`src/rtl/mm_result_collector.sv`:
```
// Per-lane result capture, vector assembly and valid/ready output stage.
// Define MM_COLLECT_ERR_EN to enable the sticky lane-collision err flag.
module mm_result_collector #(
    parameter int N     = 16,
    parameter int DW    = 32,
    parameter int ROWS  = 16,
    parameter int ROW_W = 4
) (
    input  logic            clk,
    input  logic            rst,
    input  logic [DW*N-1:0] lane_data,
    input  logic [N-1:0]    lane_valid,
    output logic [DW*N-1:0] out_vector,
    output logic            out_valid,
    input  logic            out_ready,
    output logic [ROW_W-1:0] out_row,
    output logic            out_last,
    output logic            busy,
    output logic            err
);

    localparam logic [ROW_W-1:0] LAST_ROW = ROW_W'(ROWS - 1);

    logic [N-1:0]     mask_q, mask_d;
    logic [DW*N-1:0]  buf_q, buf_d;
    logic [DW*N-1:0]  vec_q, vec_d;
    logic             valid_q, valid_d;
    logic [ROW_W-1:0] row_q, row_d;
    logic             busy_q, busy_d;

    logic complete;
    logic slot_free;
    logic handshake;
    logic drain;

    always_comb begin
        complete  = &(mask_q | lane_valid);
        slot_free = !valid_q || out_ready;
        handshake = valid_q && out_ready;
        drain     = complete && slot_free;

        mask_d  = mask_q;
        buf_d   = buf_q;
        vec_d   = vec_q;
        valid_d = valid_q;
        row_d   = row_q;

        if (handshake) begin
            valid_d = 1'b0;
            row_d   = (row_q == LAST_ROW) ? '0 : row_q + 1'b1;
        end

        if (drain) begin
            valid_d = 1'b1;
            // Lanes already held for this vector re-arriving start the next one
            mask_d  = lane_valid & mask_q;
        end

        for (int i = 0; i < N; i++) begin
            if (drain) begin
                vec_d[i*DW +: DW] = mask_q[i] ? buf_q[i*DW +: DW]
                                              : lane_data[i*DW +: DW];
                if (lane_valid[i] && mask_q[i]) begin
                    buf_d[i*DW +: DW] = lane_data[i*DW +: DW];
                end
            end else if (lane_valid[i] && !mask_q[i]) begin
                buf_d[i*DW +: DW] = lane_data[i*DW +: DW];
                mask_d[i]         = 1'b1;
            end
        end

        busy_d = (&mask_d) && valid_d;
    end

    always_ff @(posedge clk) begin
        if (rst) begin
            mask_q  <= '0;
            buf_q   <= '0;
            vec_q   <= '0;
            valid_q <= 1'b0;
            row_q   <= '0;
            busy_q  <= 1'b0;
        end else begin
            mask_q  <= mask_d;
            buf_q   <= buf_d;
            vec_q   <= vec_d;
            valid_q <= valid_d;
            row_q   <= row_d;
            busy_q  <= busy_d;
        end
    end

`ifdef MM_COLLECT_ERR_EN
    logic err_q, err_d;

    always_comb begin
        err_d = err_q | (|(lane_valid & mask_q & {N{!drain}}));
    end

    always_ff @(posedge clk) begin
        if (rst) begin
            err_q <= 1'b0;
        end else begin
            err_q <= err_d;
        end
    end

    assign err = err_q;
`else
    assign err = 1'b0;
`endif

    assign out_vector = vec_q;
    assign out_valid  = valid_q;
    assign out_row    = row_q;
    assign out_last   = valid_q && (row_q == LAST_ROW);
    assign busy       = busy_q;

endmodule

```
`config.mk`:
```
export PLATFORM = sky130hd
export DESIGN_NAME = mm_result_collector
export DESIGN_NICKNAME = d
export VERILOG_FILES = /design/src/rtl/mm_result_collector.sv
export SDC_FILE = /design/constraint.sdc
export NUM_CORES = 2
export LEC_CHECK = 0
export ABC_CLOCK_PERIOD_IN_PS = 2700
export CORE_AREA = 2 2 412 414
export DETAILED_ROUTE_END_ITERATION = 8
export DIE_AREA = 0 0 414 416
export DONT_BUFFER_PORTS = 1
export HOLD_SLACK_MARGIN = 0.1
export PLACE_DENSITY = 0.47
export SETUP_SLACK_MARGIN = 0.4
export SLEW_MARGIN = 20
export SYNTH_ARGS = -nofsm -noshare
export SYNTH_HDL_FRONTEND = slang
export SYNTH_SLANG_ARGS = --single-unit
```
`constraint.sdc`:
```
create_clock -name clk -period 2.7 [get_ports clk]
set_clock_uncertainty 0.1 [all_clocks]
set_input_delay 0.54 -clock clk [delete_from_list [all_inputs] [get_ports clk]]
set_output_delay 0.54 -clock clk [all_outputs]
set_load 0.01 [all_outputs]
```
==> run summary <==
The later-pin clock latency in the skew report came out at 0.78 ns. The number of buffers and inverters on the critical path is 4. Clock-pin slew was measured on the worst setup and hold paths at 0.06 ns. The number of H-tree branching levels came out at 3. The detailed-route via count came out at 37200. The worst min-delay path class is primary input to flip-flop. The sum of overflow across all layers after global routing is 0.

No sink is reached through more buffers than the 3 on the longest clock path. In the post-synthesis netlist, the cell with the most instances is sky130_fd_sc_hd__nand2_1. The average vias per placed instance is 4.91. The initial standard-cell utilization of the core is 24.4%. The number of rows in the core area came out at 151.

The headroom to the max-slew limit is 7.92%. For this run, the register share of the synthesized area comes to 51.0%. Setup repair after global routing could not meet its margin everywhere.

The vertical die dimension came out at 416 um. The worst setup path is launched from a flip-flop. Global routing used 17.3% of the available tracks. The most frequently used flop master after synthesis is sky130_fd_sc_hd__dfxtp_1. The post-placement worst setup slack is -0.147 ns. On the worst path, the slowest cell contributes a delay of 0.35 ns. The DRC violation total after the first TritonRoute iteration is 2245. The post-detailed-route DRC marker count is 0. The number of antenna violations at the first check in global routing is 27. Once placement finished, the instance area stood at 0.0433 sq mm. The number of sinks driven by the clock tree came out at 1046. The peak ir drop on the vdd network is 0.000504 V. The synthesized area divided by synthesized cell count came out at 8.73 sq um. Setup violations remaining at the end of the flow were counted as 0. The checks that failed: negative hold slack. The final number of hold-violating endpoints came out at 90.

In this run the cell area of the synthesized design comes to 0.0411 sq mm. The gate count after technology mapping is 4704. The relative area change from synthesis to final layout came out at 45.9%. The cell sitting at the root of the clock tree is a sky130_fd_sc_hd__clkbuf_16.

The total placed cells including tap cells came out at 6612. The width of the die is 414 um. The cell family contributing the most delay on the critical path is simple AND/OR/NAND/NOR gates.

Sorting the synthesized cells by area gives the leading types as sky130_fd_sc_hd__dfxtp_1, sky130_fd_sc_hd__mux2i_1, sky130_fd_sc_hd__nand2_1, sky130_fd_sc_hd__a211oi_1, sky130_fd_sc_hd__a21oi_1. The arrival time at the worst endpoint is 3.00 ns. The number of nets produced by synthesis is 5236. The portion of the clock cycle consumed by the worst path in the final layout came out at 90.2%.

The layout net count came out at 5781. Total power for the finished layout comes to 37.3 mW. The cell type contributing the most total cell area after synthesis is sky130_fd_sc_hd__dfxtp_1. The via count of the first global-routing pass was 33800. The maximum fanout encountered on the critical timing path came out at 8. The number of fill cells came out at 16900.

The detailed-placement wirelength estimate is 98.2 mm. TritonCTS built the clock tree. The average detailed-routed wire length per instance is 23.4 um. The minimum setup slack in the final design came out at 0.265 ns. The cell with the biggest individual delay on the critical path is sky130_fd_sc_hd__dfxtp_2. The total power divided by cell area is 622 mW/mm^2. The worst path needs 2.43 ns of the cycle, external delays included. The count of pins over their slew limit came to 0.

By count the netlist is led by sky130_fd_sc_hd__nand2_1, sky130_fd_sc_hd__dfxtp_1, sky130_fd_sc_hd__a21oi_1, sky130_fd_sc_hd__nor2_1. The count of buffers from port buffering is 0. After detailed routing, the total wire length is 177 mm. The area share of the leading cell type in the synthesized netlist is 51.0%. The number of library cell types mapped by synthesis came out at 33.

The count of non-filler cells in the finished layout is 7584. The Yosys step of the flow raised 0 warnings. The congestion estimate from routability-driven global placement came to 0.831.

After floorplanning, the core was sized to cover 0.168 sq mm. Counting flops with an async set or reset pin after synthesis yields a share of 0%. By instance count, the cell type seen most on the critical path is sky130_fd_sc_hd__buf_12. In this run the static leakage power is 21.6 nW. For the pin with the worst max-slew slack, the measured transition is 1.38 ns.

The maximum number of pins on one net before global-route repair is 1046. The category of the worst setup path capture point is a flip-flop. The synthesized design contains 1046 register bits. The first-pass GRT wire length came out at 229 mm. The number of clock buffers inserted by TritonCTS is 119.

The area of the die is 0.172 sq mm. With fillers left out, the area of the finished cells amounts to 0.0599 sq mm. The top-level port count came out at 1051. The data required time of the critical path is 3.27 ns. The total of max-cap violations came out at 0. Walking the worst path, the cells encountered are o22ai_4, nor4_4, and4b_4, buf_12, buf_12, xnor2_2, and2_4, buf_12, buf_16, nand2_1, a21oi_1.

Derived from the worst setup path, the maximum achievable clock frequency is 411 MHz. The share of layout cells above drive strength 1 came out at 20.2%. The run finished, with violations left.

The critical path class is flip-flop to flip-flop. The detailed-router iteration count before antenna repair came out at 8. The number of flops mapped to enable cells by yosys is 0.

The worst hold slack across all endpoints came out at -0.250 ns. The number of routed nets with antenna violations came out at 0.
[kinds of logic after synthesis]
kind of cell    synth area share (%)
other cells                  0.00914
simple gates                    15.1
mux                             12.5
buf+inv                         4.59
fa+ha+maj                     0.0305
flops                           51.0
compound gates                  16.4
xor+xnor                       0.363
[sequential cells by signal (all words and copies together) (netlist names)]
signal      count
out_row         4
buf_q         512
out_valid       1
mask_q         16
out_vector    512
busy            1
[path summary, 6_finish.rpt]
path                           start                 endpoint  slack [ns]  cells after the start
max             mask_q[6]$_SDFF_PP0_  buf_q[454]$_SDFFE_PP0P_        0.27                     11
min                              rst  buf_q[333]$_SDFFE_PP0P_       -0.25                      1
max reg2reg     mask_q[6]$_SDFF_PP0_  buf_q[454]$_SDFFE_PP0P_        0.27                     11
min reg2reg  buf_q[343]$_SDFFE_PP0P_  buf_q[343]$_SDFFE_PP0P_        0.35                      2
[report_power, final]
part           switching (mW)  internal [mW]
combinational            2.44           1.96
sequential              0.247           15.9
clock                    6.99           9.72
total                    9.69           27.6
[per-stage QoR]
stage          hold slack (ns)  TNS (ns)  utilization, %
2_1_floorplan            0.336         0               -
3_3_place_gp             0.341    -17.67            25.7
3_5_place_dp             0.346    -24.31            25.7
4_1_cts                 -0.300         0            32.2
5_1_grt                 -0.318         0            35.6
6_report                -0.250         0            35.6
[layer usage]
layer  up-vias  routed length (um)  global-route usage, %
li1      17300                   -                      -
met1     18200               70000                   20.1
met2      1322               87000                   29.9
met3       350               13200                   5.13
met4        10                6920                   6.64
met5         -                  67                      0
[cell type report]
class                           instances  area, sq um  share of cell area, %
Sequential cell                      1046        21000                   35.0
Clock buffer                          177         3540                   5.91
Timing Repair Buffer                  837        10900                   18.2
Antenna cell                           20         50.0                 0.0836
Inverter                                1         3.75                0.00627
Multi-Input combinational cell       3244        21200                   35.4
Tap cell                             2218         2780                   4.63
Clock inverter                         41          470                  0.785
[cell usage in the layout (no fill, tap or decap), drive strengths merged, types with 2 or more instances in the layout]
cell	instances
a211oi	512
a21boi	2
a21oi	538
and2	18
buf	238
bufinv	7
clkbuf	246
clkinv	24
clkinvlp	2
dfxtp	1046
diode	20
dlygate4sd3	530
inv	9
mux2i	512
nand2	1069
nand3	5
nand4	2
nor2	523
nor3	2
nor4	2
o21ai	24
o22ai	9
xnor2	16
[timing repair]
action | in CTS | in global routing
setup endpoints to repair | 1017 | 1020
pin swaps | 17 | 395
gates resized for setup | 81 | 819
gates cloned | 29 | 108
endpoints found under the hold margin | 1044 | 106
buffers inserted | 33 | 29
hold buffers | 527 | 3
(Power assumes the default switching activity.)
